`src/rtl/branch_pkg.sv`:
```
// Shared constants and record layout for the branch resolve queue.
// The change encodings are the command values that the 2-bit-counter BHT expects.
package branch_pkg;
  localparam logic [1:0] CHANGE_IDLE = 2'b00;
  localparam logic [1:0] CHANGE_DEC  = 2'b10;
  localparam logic [1:0] CHANGE_INC  = 2'b11;

  localparam int PC_W_DEF  = 32;
  localparam int IDX_W_DEF = 6;
  localparam int DEPTH_DEF = 4;

  // One prediction as recorded at fetch, at the default PC width.
  typedef struct packed {
    logic [PC_W_DEF-1:0] pc;
    logic                taken;
    logic [PC_W_DEF-1:0] target;
  } pred_rec_t;
endpackage

```
`src/rtl/pred_fifo.sv`:
```
// Generic synchronous FIFO with a first-word-fall-through head.
// It has an async active-low reset and a synchronous clear that empties the queue.
module pred_fifo #(
  parameter int WIDTH = 8,
  parameter int DEPTH = 4
) (
  input  logic                       clk,
  input  logic                       rst_n,
  input  logic                       clr,
  input  logic                       push,
  input  logic                       pop,
  input  logic [WIDTH-1:0]           wdata,
  output logic [WIDTH-1:0]           rdata,
  output logic                       full,
  output logic                       empty,
  output logic [$clog2(DEPTH):0]     count
);
  localparam int PTR_W = $clog2(DEPTH);
  localparam int CNT_W = PTR_W + 1;

  logic [WIDTH-1:0] mem_q [DEPTH];
  logic [PTR_W-1:0] wr_ptr_q, wr_ptr_d, rd_ptr_q, rd_ptr_d;
  logic [CNT_W-1:0] count_q, count_d;
  logic             do_push, do_pop;

  assign full  = (count_q == CNT_W'(DEPTH));
  assign empty = (count_q == '0);
  assign count = count_q;
  assign rdata = mem_q[rd_ptr_q];

  always_comb begin
    do_push  = push && !full;
    do_pop   = pop && !empty;
    rd_ptr_d = rd_ptr_q + PTR_W'(do_pop);
    wr_ptr_d = wr_ptr_q + PTR_W'(do_push);
    count_d  = count_q + CNT_W'(do_push) - CNT_W'(do_pop);
    // Clear collapses the queue onto the post-pop read pointer and drops any push.
    if (clr) begin
      wr_ptr_d = rd_ptr_d;
      count_d  = '0;
    end
  end

  always_ff @(posedge clk or negedge rst_n) begin
    if (!rst_n) begin
      wr_ptr_q <= '0;
      rd_ptr_q <= '0;
      count_q  <= '0;
    end else begin
      wr_ptr_q <= wr_ptr_d;
      rd_ptr_q <= rd_ptr_d;
      count_q  <= count_d;
    end
  end

  always_ff @(posedge clk) begin
    if (do_push && !clr) mem_q[wr_ptr_q] <= wdata;
  end
endmodule

```
`src/rtl/branch_resolve_queue.sv`:
```
// Holds fetch-time branch predictions until execute resolves them in order, drives
// the BHT update, and flags mispredicts with a redirect PC and a wrong-path flush.
module branch_resolve_queue
  import branch_pkg::*;
#(
  parameter int DEPTH = DEPTH_DEF,
  parameter int IDX_W = IDX_W_DEF,
  parameter int PC_W  = PC_W_DEF
) (
  input  logic                    clk,
  input  logic                    reset,
  input  logic [PC_W-1:0]         fetch_pc,
  input  logic                    pred_valid,
  input  logic [PC_W-1:0]         pred_pc,
  input  logic                    pred_taken,
  input  logic [PC_W-1:0]         pred_target,
  output logic                    pred_ready,
  input  logic                    res_valid,
  input  logic                    res_taken,
  input  logic [PC_W-1:0]         res_target,
  output logic [IDX_W-1:0]        predictor_index,
  output logic [1:0]              change,
  output logic                    mispredict,
  output logic [PC_W-1:0]         redirect_pc,
  output logic                    res_error,
  output logic [$clog2(DEPTH):0]  count
);
  typedef struct packed {
    logic [PC_W-1:0] pc;
    logic            taken;
    logic [PC_W-1:0] target;
  } rec_t;

  rec_t             wr_rec, head;
  logic             full, empty, pop, mis;
  logic [1:0]       change_q, change_d;
  logic [IDX_W-1:0] upd_idx_q, upd_idx_d;
  logic             mispredict_q, mispredict_d;
  logic [PC_W-1:0]  redirect_q, redirect_d;
  logic             res_error_q, res_error_d;
  logic             unused_fetch_bits;

  assign wr_rec = '{pc: pred_pc, taken: pred_taken, target: pred_target};

  pred_fifo #(.WIDTH($bits(rec_t)), .DEPTH(DEPTH)) u_fifo (
    .clk   (clk),
    .rst_n (reset),
    .clr   (pop && mis),
    .push  (pred_valid),
    .pop   (pop),
    .wdata (wr_rec),
    .rdata (head),
    .full  (full),
    .empty (empty),
    .count (count)
  );

  always_comb begin
    pop          = res_valid && !empty;
    mis          = (head.taken != res_taken) || (res_taken && (head.target != res_target));
    change_d     = CHANGE_IDLE;
    upd_idx_d    = upd_idx_q;
    mispredict_d = 1'b0;
    redirect_d   = redirect_q;
    res_error_d  = res_valid && empty;
    if (pop) begin
      change_d     = res_taken ? CHANGE_INC : CHANGE_DEC;
      upd_idx_d    = head.pc[IDX_W+1:2];
      mispredict_d = mis;
      redirect_d   = res_taken ? res_target : head.pc + PC_W'(4);
    end
  end

  always_ff @(posedge clk or negedge reset) begin
    if (!reset) begin
      change_q     <= CHANGE_IDLE;
      upd_idx_q    <= '0;
      mispredict_q <= 1'b0;
      redirect_q   <= '0;
      res_error_q  <= 1'b0;
    end else begin
      change_q     <= change_d;
      upd_idx_q    <= upd_idx_d;
      mispredict_q <= mispredict_d;
      redirect_q   <= redirect_d;
      res_error_q  <= res_error_d;
    end
  end

  // During an update cycle the BHT must see the resolved branch's index, not fetch's.
  assign predictor_index   = (change_q != CHANGE_IDLE) ? upd_idx_q : fetch_pc[IDX_W+1:2];
  assign pred_ready        = !full;
  assign change            = change_q;
  assign mispredict        = mispredict_q;
  assign redirect_pc       = redirect_q;
  assign res_error         = res_error_q;
  assign unused_fetch_bits = ^{fetch_pc[PC_W-1:IDX_W+2], fetch_pc[1:0]};
endmodule

```
`config.mk`:
```
export PLATFORM = sky130hd
export DESIGN_NAME = branch_resolve_queue
export DESIGN_NICKNAME = d
export VERILOG_FILES = /design/src/rtl/branch_pkg.sv /design/src/rtl/pred_fifo.sv /design/src/rtl/branch_resolve_queue.sv
export SDC_FILE = /design/constraint.sdc
export NUM_CORES = 1
export LEC_CHECK = 0
export BUFFER_PORTS_ARGS = -buffer_cell sky130_fd_sc_hd__buf_2
export CORE_ASPECT_RATIO = 1.25
export CORE_MARGIN = 2
export CORE_UTILIZATION = 25
export CTS_CLUSTER_SIZE = 24
export DETAILED_ROUTE_END_ITERATION = 10
export GPL_TIMING_DRIVEN = 0
export SLEW_MARGIN = 30
export SYNTH_ARGS = -nofsm -noshare
export SYNTH_HDL_FRONTEND = slang
export SYNTH_SLANG_ARGS = --single-unit
export TNS_END_PERCENT = 10
```
`constraint.sdc`:
```
create_clock -name clk -period 14.3 [get_ports clk]
set_input_delay 1.43 -clock clk [delete_from_list [all_inputs] [get_ports clk]]
set_output_delay 1.43 -clock clk [all_outputs]
set_load 0.01 [all_outputs]
```
## Word-level counts from Yosys, hierarchy flattened

Memories as Yosys holds them, arrays and structs flattened.
Cells that the tools add are included.

- Flip-flop bits (word level): 49
- RAM bits: 260
- Bits of input ports: 134
- Output and inout port bits: 46
- Word-level logic and storage cells: 39
- Memories: 1

- Add/sub/neg operators: 5
- Eq/ne operators: 3
- Muxes and demuxes: 9
- Reductions and logical operators: 13

Memory list:

| memory | words | width | rd ports | clocked after Yosys merged registers in | write ports | RTL line | text |
|---|---|---|---|---|---|---|---|
| u_fifo.mem_q | 4 | 65 | 1 | 0 | 1 | pred_fifo.sv:21 | `logic [WIDTH-1:0] mem_q [DEPTH];` |

Operators with widths:

| kind | count |
|---|---|
| 32-bit by 3-bit adder with 32-bit output (second input constant) | 1 |
| 32-bit 2-to-1 mux | 1 |
| 32-bit != test | 1 |
| 1-bit logical AND | 7 |
| 6-bit 2-to-1 mux | 1 |
| 2-bit by 1-bit adder with 2-bit output | 2 |
| 1-bit 2-to-1 mux | 4 |
| 2-bit 2-to-1 mux | 2 |
| 3-bit by 1-bit adder with 3-bit output | 1 |
| 3-bit equality test (second input constant) | 1 |
| 1-bit logical NOT | 3 |
| 3-bit logical NOT | 1 |
| 3-bit 2-to-1 mux | 1 |
| 3-bit by 1-bit subtractor with 3-bit output | 1 |
| 2-bit nonzero test | 1 |
| 1-bit logical OR | 1 |
| 1-bit != test | 1 |

## Logic depth before layout (Yosys ltp)

Gate-level depths: netlist (run 1).
An unclocked memory read counts as a cell.

- Word-level depth: 9
- Gate-level depth with buffers: 14
- Depth with buffers taken out: 11

## By module

A second synthesis (run 1) with hierarchy kept.

- Cells, all modules: 693
- Area total of the unflattened synthesis: 12587.1 um^2

Modules (own cells, without submodules):

| module | times used | cells an instance | area each (um^2) | sequential area each (um^2) |
|---|---|---|---|---|
| pred_fifo | 1 | 376 | 9848.2 | 7982.7 |
| branch_resolve_queue | 1 | 317 | 2738.9 | 1051.0 |

## Least setup slack after synthesis (run 1)

No wires, ideal clock.

- Path kind: input to register
- From: input port res_target[11]
- To: memory u_fifo.mem_q[0][0] (netlist name) (enable)
- Library setup time: 671 ps
- Arrival time: 9083 ps
- Required time: 13629 ps
- Slack: 4546 ps
- Stages: 7
- Buffers on the path: 0
- Path through: inv_1 o22ai_1 a221oi_1 o311ai_1 nor4_2 a31oi_2 nor4b_1

- Longest elaborated chain between the ends: 8

RTL lines:

| item | RTL line | text |
|---|---|---|
| start: declaration | branch_resolve_queue.sv:20 | `input logic [PC_W-1:0] res_target,` |
| 32-bit != test | branch_resolve_queue.sv:60 | `mis = (head.taken != res_taken) \|\| (res_taken && (head.target != res_target));` |
| 1-bit logical AND | branch_resolve_queue.sv:60 |  |
| 1-bit logical OR | branch_resolve_queue.sv:60 |  |
| 1-bit logical AND | branch_resolve_queue.sv:48 | `.clr (pop && mis),` |
| 1-bit logical NOT | pred_fifo.sv:57 | `if (do_push && !clr) mem_q[wr_ptr_q] <= wdata;` |
| 1-bit logical AND | pred_fifo.sv:57 |  |
| 1-bit 2-to-1 mux | pred_fifo.sv:57 |  |
| 1-bit 2-to-1 mux (not written as such) | pred_fifo.sv:57 |  |
| end: declaration | pred_fifo.sv:21 |  |

No other way between the ends.

## Worst setup path in the final report (run 1)

- From: register u_fifo.rd_ptr_q[0]
- To: memory u_fifo.mem_q[0][54] (netlist name) (enable)

- Longest elaborated chain between the ends: 9
- Elaborated cells on any way between the ends: 10
- Classes of those cells: eq/ne: 2; mux: 2; reduce/logical: 5; memory: 1

RTL lines:

| item | RTL line | text |
|---|---|---|
| start: declaration | pred_fifo.sv:22 | `logic [PTR_W-1:0] wr_ptr_q, wr_ptr_d, rd_ptr_q, rd_ptr_d;` |
| start signal: assignment | pred_fifo.sv:51 | `rd_ptr_q <= rd_ptr_d;` |
| memory 4 x 65 bit * | n/a |  |
| 32-bit != test | branch_resolve_queue.sv:60 |  |
| 1-bit logical AND | branch_resolve_queue.sv:60 |  |
| 1-bit logical OR * | branch_resolve_queue.sv:60 |  |
| 1-bit logical AND * | branch_resolve_queue.sv:48 |  |
| 1-bit logical NOT * | pred_fifo.sv:57 |  |
| 1-bit logical AND * | pred_fifo.sv:57 |  |
| 1-bit 2-to-1 mux * | pred_fifo.sv:57 |  |
| 1-bit 2-to-1 mux (not written as such) * | pred_fifo.sv:57 |  |

Every way passes the cells marked *; elsewhere a longest branch is shown, timed or not.

==> results of run 1 <==
## logic make-up (layout without fill, tap and decap cells)
kind of cell               after synthesis  in the layout  synth area share (%)
xor gates and xnor gates                54             54                  3.67
adders and majority gates                6              6                 0.641
muxes                                  101            101                  13.7
AOI/OAI and AO/OA                       89             89                  4.02
and+or+nand+nor                        150            150                  5.66
DFF                                    309            309                  70.2
other                                    0              9                     0
buffers and inverters                   49            292                  2.15
## metal layers
metal / global-route usage, % / routed length (um) / share of wire [%]
met5: 0 / 169 / 0.47
met2: 23.9 / 18700 / 52
met3: 4.38 / 2600 / 7.2
met1: 14.6 / 13200 / 37
met4: 5.61 / 1480 / 4.1
## stage by stage
step                      cell area, um^2  cells  utilization (%)
after floorplan                     12900    758                -
after global placement              14500   1576             28.3
after detailed placement            14900   1614             29.1
after CTS                           15800   1666             30.8
after global routing                15800   1672             30.8
final                               15800   1675             30.8
## cells in the mapped netlist, types with 2 or more instances
library cell / count / area share [%]
a211oi_1: 4 / 0.23
a21oi_1: 29 / 1.1
a221oi_1: 3 / 0.20
and2_1: 3 / 0.15
and3_1: 10 / 0.49
buf_1: 2 / 0.058
buf_2: 4 / 0.16
buf_4: 3 / 0.17
buf_6: 6 / 0.52
buf_8: 2 / 0.23
clkbuf_1: 13 / 0.38
dfrtp_1: 49 / 9.5
edfxtp_1: 260 / 61
ha_1: 5 / 0.49
inv_1: 17 / 0.50
mux2_2: 8 / 0.70
mux2i_1: 37 / 2.9
mux4_1: 11 / 2.2
mux4_2: 45 / 7.9
nand2_1: 60 / 1.7
nand2b_1: 2 / 0.097
nand3_1: 9 / 0.35
nand4_1: 16 / 0.78
nor2_1: 33 / 0.96
nor3_1: 3 / 0.12
nor3_2: 2 / 0.16
nor4_1: 2 / 0.097
nor4_2: 2 / 0.19
nor4b_1: 2 / 0.14
nor4bb_1: 2 / 0.16
o21ai_0: 30 / 1.2
o22ai_1: 14 / 0.68
o2bb2ai_1: 2 / 0.14
xnor2_1: 39 / 2.7
xor2_1: 15 / 1.0
## power by group through the flow
stage               sequential (uW)  combinational [uW]  clock, uW
floorplan                      1300                 687          0
global placement               1320                1070          0
detailed placement             1270                1140          0
CTS                            1250                1150        735
global route                   1270                1210        768
finish                         1250                1120        719
## cells in the final DEF (no fill, tap or decap), types with 17 or more instances in the layout
master,n
nor2_1,32
clkbuf_16,29
xnor2_1,39
o21ai_0,30
nand2_1,60
inv_1,17
buf_4,20
edfxtp_1,260
clkbuf_1,20
a21oi_1,29
buf_2,168
mux4_2,45
mux2i_1,37
dfrtp_1,49
## registers in the layout, indices dropped and copies added (netlist names)
signal and flops:
u_fifo.wr_ptr_q 2, u_fifo.mem_q 260, res_error 1, mispredict 1, redirect_pc 32, change 2, upd_idx_q 6, u_fifo.rd_ptr_q 2
u_fifo.count 3
## worst paths after layout
kind / startpoint / slack (ns) / end
worst min-delay path: redirect_pc[8]$_DFFE_PN0P_ / 0.47 / redirect_pc[8]$_DFFE_PN0P_
worst min register to register: redirect_pc[8]$_DFFE_PN0P_ / 0.47 / redirect_pc[8]$_DFFE_PN0P_
max in group asynchronous: reset / 12.90 / redirect_pc[31]$_DFFE_PN0P_
worst max-delay path: u_fifo.rd_ptr_q[0]$_DFF_PN0_ / 9.51 / u_fifo.mem_q[0][54]$_DFFE_PP_
min in group asynchronous: reset / 0.92 / res_error$_DFF_PN0_
worst max register to register: u_fifo.rd_ptr_q[0]$_DFF_PN0_ / 9.51 / u_fifo.mem_q[0][54]$_DFFE_PP_
## worst register-to-register path, cell delays in order (launching register included)
cell and delay, ns:
dfrtp_1 0.36, buf_6 0.19, buf_6 0.21, buf_6 0.23
mux2i_1 0.42, o221ai_1 0.19, o21ai_0 0.13, nand4_1 0.18
nor4_2 0.35, a31oi_2 0.42, nor4b_2 0.63, buf_2 0.29
buf_2 0.22, buf_2 0.22, buf_2 0.22, buf_2 0.22
## final cells by class
cell class / instances / area [um^2] / area share, %
buffer: 31 / 209 / 1.32
tap: 665 / 832 / 5.27
sequential: 309 / 9030 / 57.3
inverter: 18 / 67.6 / 0.428
antenna: 9 / 22.5 / 0.143
timing repair buffer: 191 / 1130 / 7.14
multi-input combinational: 400 / 3610 / 22.9
clock buffer: 36 / 752 / 4.77
clock inverter: 16 / 125 / 0.793
==> impl_metrics.py, run 1 <==
metrics = {
    "logic_synthesis": {
        "ys_types": 49,
        "synth_top_flop_cell": "edfxtp_1",
        "synth_edf_count": 260,
        "synth_seq_cells": 309,
        "yosysSeqAreaShare_pct": 70.2,
        "synth_area_per_cell_um2": 17.0,
        "synthCells": 758,
        "syn-num-nets": 898,
        "async_flop_share_pct": 15.9,
        "yosysWarnings": 0,
        "syn_area_mm2": 0.0129,
    },
    "power_and_ir_drop": {
        "p_clk_share_pct": 23.2,
        "switching_power_uw": 1030,
        "swShare_pct": 33.3,
        "peakVddDrop_mv": 0.113,
        "finalPower_uw": 3100,
        "p_comb_share_pct": 36.3,
        "p_int_uw": 2070,
        "seqPwrFrac_pct": 40.5,
        "p_per_area_mw_per_mm2": 196,
        "leakagePower_uw": 0.00572,
    },
    "die": {
        "coreArea_mm2": 0.0512,
        "row_count": 93,
        "start_util_pct": 25.1,
        "die_x_um": 207,
        "io_pins": 180,
        "die_area_mm2": 0.0533,
        "die_h_um": 258,
    },
    "worst_setup_path": {
        "cp_cell_sequence": "buf_6 -> buf_6 -> buf_6 -> mux2i_1 -> o221ai_1 -> o21ai_0 -> nand4_1 -> nor4_2 -> a31oi_2 -> nor4b_2 -> buf_2 -> buf_2 -> buf_2 -> buf_2 -> buf_2",
        "slowest_delay_ns": 0.63,
        "slowest_stage": "nor4b_2",
        "path_class": "flip-flop to flip-flop",
        "crit_fanout": 10,
        "reg2regPathDepth": 15,
        "worst-path-buf-inv": 8,
        "start_kind": "flip-flop",
        "endpoint_kind": "flip-flop",
        "crit_top_cell": "buf_2",
        "worstPathRequired_ns": 14.55,
        "worstSetupPathDepth": 15,
        "cp_top_family": "buffers and inverters",
        "cp.arrival_ns": 5.04,
    },
    "global_route": {
        "antenna_found_initial": 25,
        "grt_pass1_vias": 7928,
        "grt_overflow": 0,
        "grt_usage_pct": 13.5,
        "grt_pass1_wl_um": 52200,
        "grt_max_degree": 50,
    },
    "timing": {
        "drv_slew": 0,
        "layout_setup_ws_ns": 9.51,
        "rsz0062_at_grt": "false",
        "layout_worst_path_cycle_share_pct": 33.5,
        "fin_skew_ns": 0.0123,
        "hold_viol_final": 0,
        "fin_crit_ns": 4.79,
        "hold_slack_ns": 0.473,
        "slew_headroom_pct": 33.7,
        "fmax_mhz": 209,
        "tns_ns": 0,
        "setup_viol": 0,
        "tightest_slew_ns": 0.991,
    },
    "cts": {
        "cts.repair.resized": 0,
        "root_buffer": "clkbuf_16",
        "path_clk_slew_ns": 0.07,
        "insertion_delay_ns": 0.55,
        "cts_sinks": 309,
        "hold_buffers": 0,
        "cts_made_buffers": 28,
        "cts_tree": "done",
        "cts_buffer_depth": 3,
        "htree_levels": 1,
        "post_cts_buffers": 0,
    },
    "placement": {
        "gp_congestion": 0.866,
        "dp_hpwl_um": 28400,
        "io_buffers": 153,
        "place_ws_ns": 9.27,
    },
    "final_layout": {
        "layout-drive-gt1-share_pct": 30.6,
        "areaGrowthSynthToFinish_pct": 22.5,
        "n_fill_cell": 5084,
        "nets": 1119,
    },
    "routing": {
        "viasPerCell": 4.53,
        "ant_nets": 0,
        "drtIter0Drc": 566,
        "first_pass_iters": 5,
        "wl_um": 36200,
        "vias": 7581,
        "drc": 0,
        "post_drt_wl_per_cell_um": 21.6,
    },
    "hold_path": {
        "min_path_cells": 2,
        "hold_path_class": "flip-flop to flip-flop",
    },
    "run": {
        "cap_violations": 0,
    },
    "run_status": {
        "outcome": "completed",
    },
}
Note: power is estimated with default switching activity, not from simulation.
==> inputs of run 2 (changes only) <==
==> constraint.sdc (replaced) <==
create_clock -name clk -period 4.9 [get_ports clk]
set_input_delay 0.49 -clock clk [delete_from_list [all_inputs] [get_ports clk]]
set_output_delay 0.49 -clock clk [all_outputs]
set_load 0.01 [all_outputs]
==> run 2 against run 1 <==
Fmax rose by 11%; setup slack got worse by 8.9 ns; clock-buffer cell count fell by 1; combinational power rose to 2.9 times the previous value; highest routed layer unchanged; cell count fell by 0.72%; largest cell class unchanged; hold slack got worse by 0.33 ns.
==> impl_metrics.py, run 2 (synthesized netlist as in run 1, its figures left out) <==
metrics = {
    "run_status": {
        "outcome": "completed",
    },
    "worst_setup_path": {
        "rrSetupSlack_ns": 0.58,
        "cp_cell_sequence": "buf_6 -> buf_8 -> buf_8 -> buf_4 -> mux2i_1 -> o22ai_1 -> nor3_1 -> nor2_1 -> a211oi_1 -> a31oi_4 -> nor4b_4 -> buf_4 -> buf_6 -> buf_4",
        "r2r-start": "u_fifo.rd_ptr_q[0]$_DFF_PN0_",
        "cp.arrival_ns": 4.57,
        "slowest_delay_ns": 0.62,
        "crit_fanout": 10,
        "startpoint": "u_fifo.rd_ptr_q[0]$_DFF_PN0_",
        "start_kind": "flip-flop",
        "reg2regPathDepth": 14,
        "r2r-end": "u_fifo.mem_q[0][50]$_DFFE_PP_",
        "slowest_stage": "nor4b_4",
        "endpoint_kind": "flip-flop",
        "crit_top_cell": "buf_4",
        "path_class": "flip-flop to flip-flop",
        "worstPathRequired_ns": 5.15,
        "cp-endpoint": "u_fifo.mem_q[0][50]$_DFFE_PP_",
    },
    "cts": {
        "cts_sinks": 309,
        "cts_made_buffers": 28,
        "htree_levels": 1,
        "root_buffer": "clkbuf_16",
        "cts_tree": "done",
        "path_clk_slew_ns": 0.07,
        "cts.repair.resized": 0,
        "cts_buffer_depth": 3,
        "insertion_delay_ns": 0.56,
        "post_cts_buffers": 0,
    },
    "final_layout": {
        "final_cells": 1663,
        "final_cell_mix": "260 x edfxtp_1, 156 x buf_2, 60 x nand2_1",
        "areaGrowthSynthToFinish_pct": 22.9,
        "layout_commonest_cell": "edfxtp_1",
        "fin_area_mm2": 0.0158,
        "nets": 1114,
        "regMostFlops": "u_fifo.mem_q",
        "layout-drive-gt1-share_pct": 30.7,
        "largest_reg_flops": 260,
        "n_fill_cell": 5083,
    },
    "timing": {
        "fin_crit_ns": 4.32,
        "setup_viol": 0,
        "layout_worst_path_cycle_share_pct": 88.1,
        "drv_slew": 0,
        "fmax_mhz": 232,
        "fin_skew_ns": 0.0204,
        "hold_viol_final": 0,
        "slew_headroom_pct": 35.2,
        "tightest_slew_ns": 0.972,
        "rsz0062_at_grt": "false",
    },
    "routing": {
        "drc": 0,
        "ant_nets": 0,
        "viasPerCell": 4.60,
        "drtIter0Drc": 535,
        "vias": 7648,
        "post_drt_wl_per_cell_um": 22.2,
        "first_pass_iters": 7,
        "wl_um": 36900,
    },
    "global_route": {
        "grt_overflow": 0,
        "grt_pass1_vias": 7976,
        "grt_max_degree": 50,
        "grt_usage_pct": 13.8,
        "antenna_found_initial": 25,
        "grt_pass1_wl_um": 53300,
    },
    "placement": {
        "placed_cell_area_mm2": 0.0149,
        "dp_hpwl_um": 28700,
        "place_inst": 1608,
        "io_buffers": 153,
        "gp_congestion": 0.866,
    },
    "power_and_ir_drop": {
        "leakagePower_uw": 0.00572,
        "peakVddDrop_mv": 0.302,
        "p_per_area_mw_per_mm2": 580,
        "finalPower_uw": 9180,
    },
    "die": {
        "die_area_mm2": 0.0533,
        "die_x_um": 207,
        "row_count": 93,
        "io_pins": 180,
        "start_util_pct": 25.1,
        "coreArea_mm2": 0.0512,
        "die_h_um": 258,
    },
    "hold_path": {
        "hold_path_class": "primary input to flip-flop",
    },
    "run": {
        "cap_violations": 0,
    },
}
-- run 2: critical path: cells and delay by family, from the launching register on --
| kind | cells | cell delay, ns |
|---|---|---|
| AOI/OAI and AO/OA | 3 | 0.99 |
| DFF | 1 | 0.36 |
| and+or+nand+nor | 3 | 0.85 |
| buffers and inverters | 7 | 1.54 |
| muxes | 1 | 0.23 |
-- run 2: per-layer routing --
metal	GRT usage, %	wire length [um]
met1	15.6	13900
met2	23.2	18000
met3	4.57	2830
met4	6.64	1800
met5	0	258
-- run 2: worst min-delay path by stage --
stage,start,endpoint,slack (ns),depth (start not counted)
finish,pred_pc[6],u_fifo.mem_q[0][39]$_DFFE_PP_,0.14,1
global route,pred_target[3],u_fifo.mem_q[0][3]$_DFFE_PP_,0.14,1
CTS,pred_pc[8],u_fifo.mem_q[2][41]$_DFFE_PP_,0.12,1
detailed placement,upd_idx_q[3]$_DFFE_PN0P_,upd_idx_q[3]$_DFFE_PN0P_,0.47,2
global placement,redirect_pc[23]$_DFFE_PN0P_,redirect_pc[23]$_DFFE_PN0P_,0.46,2
floorplan,reset,change[0]$_DFF_PN0_,0.19,0
-- run 2: final cells by class --
type	count	area, um^2	area share (%)
Timing Repair Buffer	186	1110	7.01
Buffer	31	209	1.32
Inverter	18	67.6	0.427
Clock inverter	17	151	0.957
Tap cell	665	832	5.26
Antenna cell	2	5.00	0.0316
Multi-Input combinational cell	400	3630	22.9
Clock buffer	35	791	5.00
Sequential cell	309	9030	57.1
-- run 2: stage by stage --
stage	setup TNS (ns)	hold WS, ns	worst slack [ns]	util, %
floorplan	-293.37	0.194	-1.46	-
global placement	-1326.44	0.461	-5.74	28.3
detailed placement	0	0.467	0.519	29.0
CTS	0	0.120	0.483	30.9
global route	0	0.139	0.342	30.9
finish	0	0.143	0.584	30.9
-- run 2: what timing repair did --
item / 4_1_cts / 5_1_grt
hold buffers: 1 / 0
hold endpoints to repair: 36 / 0
endpoints found under the setup margin: 0 / 0
-- run 2: report_power, final --
part,total [uW],internal [uW],switching (uW)
combinational,3290,1390,1900
clock,2220,1260,964
sequential,3670,3450,211
==> inputs of run 3 (changes only) <==
--- a/config.mk
+++ b/config.mk
@@ -12,6 +12,7 @@
 export CTS_CLUSTER_SIZE = 24
 export DETAILED_ROUTE_END_ITERATION = 10
 export GPL_TIMING_DRIVEN = 0
+export RECOVER_POWER = 100
 export SLEW_MARGIN = 30
 export SYNTH_ARGS = -nofsm -noshare
 export SYNTH_HDL_FRONTEND = slang
==> run 3 against run 2 <==
The flow now finishes with violations (max-capacitance violations, max-slew violations); sequential cell count is the same; critical path depth shrank 1; setup slack lost 0.17 ns; cell count is essentially flat; utilization shrank 0.55 points; sequential power is essentially flat; sequential share of layout area grew 1.0 points; non-clock buffer count is the same; first-iteration DRC count grew 3.2%; die area is the same; critical endpoint is now u_fifo.mem_q[1][57]$_DFFE_PP_.
==> impl_metrics.py, run 3 (synthesized netlist as in run 1, its figures left out) <==
metrics = {
    "run_status": {
        "outcome": "finished with violations",
        "violations": "max-capacitance violations, max-slew violations",
    },
    "timing": {
        "rsz0062_at_grt": "false",
        "layout_worst_path_cycle_share_pct": 91.5,
        "tightest_slew_ns": 2.87,
        "fin_crit_ns": 4.48,
        "slew_headroom_pct": -91.3,
        "fmax_mhz": 223,
        "hold_slack_ns": 0.168,
        "setup_viol": 0,
        "drv_slew": 50,
        "hold_viol_final": 0,
        "fin_skew_ns": 0.0215,
    },
    "power_and_ir_drop": {
        "finalPower_uw": 9060,
        "peakVddDrop_mv": 0.300,
        "p_per_area_mw_per_mm2": 583,
        "leakagePower_uw": 0.00533,
    },
    "global_route": {
        "grt_pass1_wl_um": 53300,
        "grt_usage_pct": 13.8,
        "grt_max_degree": 50,
        "grt_overflow": 0,
        "grt_pass1_vias": 7976,
        "antenna_found_initial": 21,
    },
    "worst_setup_path": {
        "startpoint": "u_fifo.rd_ptr_q[0]$_DFF_PN0_",
        "path_class": "flip-flop to flip-flop",
        "reg2regPathDepth": 13,
        "crit_fanout": 10,
        "cp-endpoint": "u_fifo.mem_q[1][57]$_DFFE_PP_",
        "r2r-end": "u_fifo.mem_q[1][57]$_DFFE_PP_",
        "worstPathRequired_ns": 5.15,
        "cp.arrival_ns": 4.73,
        "rrSetupSlack_ns": 0.42,
        "endpoint_kind": "flip-flop",
        "start_kind": "flip-flop",
        "r2r-start": "u_fifo.rd_ptr_q[0]$_DFF_PN0_",
    },
    "routing": {
        "post_drt_wl_per_cell_um": 22.2,
        "vias": 7638,
        "ant_nets": 0,
        "drtIter0Drc": 552,
        "wl_um": 36900,
        "viasPerCell": 4.60,
        "first_pass_iters": 5,
        "drc": 0,
    },
    "die": {
        "io_pins": 180,
        "row_count": 93,
        "die_x_um": 207,
        "coreArea_mm2": 0.0512,
        "die_h_um": 258,
        "die_area_mm2": 0.0533,
        "start_util_pct": 25.1,
    },
    "hold_path": {
        "worstHoldStart": "res_valid",
        "hold_path_class": "primary input to flip-flop",
    },
    "final_layout": {
        "final_cells": 1662,
        "seqCellArea_mm2": 0.00903,
        "fin_area_mm2": 0.0155,
        "final_cell_mix": "260 x edfxtp_1, 140 x clkbuf_1, 60 x nand2_1",
        "largest_reg_flops": 260,
        "multi_input_area_mm2": 0.00359,
        "layout-drive-gt1-share_pct": 18.2,
        "n_fill_cell": 5152,
        "areaGrowthSynthToFinish_pct": 20.7,
        "regMostFlops": "u_fifo.mem_q",
        "layout_commonest_cell": "edfxtp_1",
        "nets": 1114,
        "fin_util_pct": 30.4,
    },
    "cts": {
        "hold_buffers": 1,
        "path_clk_slew_ns": 0.07,
        "cts_buffer_depth": 3,
        "cts_tree": "done",
        "root_buffer": "clkbuf_16",
        "cts_made_buffers": 28,
        "cts.repair.resized": 0,
        "insertion_delay_ns": 0.56,
        "htree_levels": 1,
        "cts_sinks": 309,
        "post_cts_buffers": 0,
    },
    "placement": {
        "placed_cell_area_mm2": 0.0149,
        "place_inst": 1608,
        "dp_hpwl_um": 28700,
        "io_buffers": 153,
        "gp_congestion": 0.866,
    },
    "run": {
        "cap_violations": 1,
    },
}
run 3: cell types whose count changed in the layout (fill, tap and decap cells not counted), sizes merged:
| cell | change |
|---|---|
| dlymetal6s2s | -1 |
| diode | -1 |
| buf | -127 |
| clkbuf | +128 |
run 3: how the worst min path moves through the flow:
stage	slack, ns	endpoint	cells after the start
after floorplan	0.19	change[0]$_DFF_PN0_	0
after global placement	0.46	redirect_pc[23]$_DFFE_PN0P_	2
after detailed placement	0.47	upd_idx_q[3]$_DFFE_PN0P_	2
after CTS	0.12	u_fifo.mem_q[2][41]$_DFFE_PP_	1
after global routing	0.19	res_error$_DFF_PN0_	2
final	0.17	res_error$_DFF_PN0_	2
run 3: per-layer routing:
| layer | global-route usage [%] | routed length (um) | vias to the layer above | part of all wire, % |
|---|---|---|---|---|
| li1 | - | - | 3397 | - |
| met1 | 15.6 | 13900 | 3872 | 38 |
| met2 | 23.2 | 18200 | 222 | 49 |
| met3 | 4.57 | 2850 | 111 | 7.7 |
| met4 | 6.64 | 1740 | 36 | 4.7 |
| met5 | 0 | 219 | - | 0.59 |
run 3: per-stage QoR:
stage	setup TNS (ns)	setup WS [ns]
2_1_floorplan	-293.37	-1.46
3_3_place_gp	-1326.44	-5.74
3_5_place_dp	0	0.519
4_1_cts	0	0.483
5_1_grt	0	0.193
6_report	0	0.418
run 3: where the power goes:
group	switching, uW	leakage [uW]	total [uW]	internal (uW)
Clock	959	0.000451	2210	1250
Sequential	212	0.00297	3670	3460
Combinational	1890	0.00191	3180	1290
Total	3060	0.00533	9060	6000
run 3: critical path, cell delays in order (launching register included):
cell and delay [ns]:
dfrtp_1 0.36, buf_6 0.18, buf_8 0.21, buf_8 0.19, buf_4 0.27, mux2i_1 0.24, o22ai_1 0.13, nor3_1 0.16
nor2_1 0.07, a211oi_1 0.51, a31oi_4 0.35, nor4bb_1 0.63, clkbuf_1 0.55, buf_4 0.30
run 3: cell type report:
cell class | instances | area share (%)
inverters | 18 | 0.435
repair buffers | 186 | 5.67
plain buffers | 31 | 1.29
clock inverters | 17 | 0.974
flip-flops and latches | 309 | 58.1
multi-input cells | 400 | 23.1
diodes | 1 | 0.0161
well taps | 665 | 5.35
clock buffers | 35 | 5.09
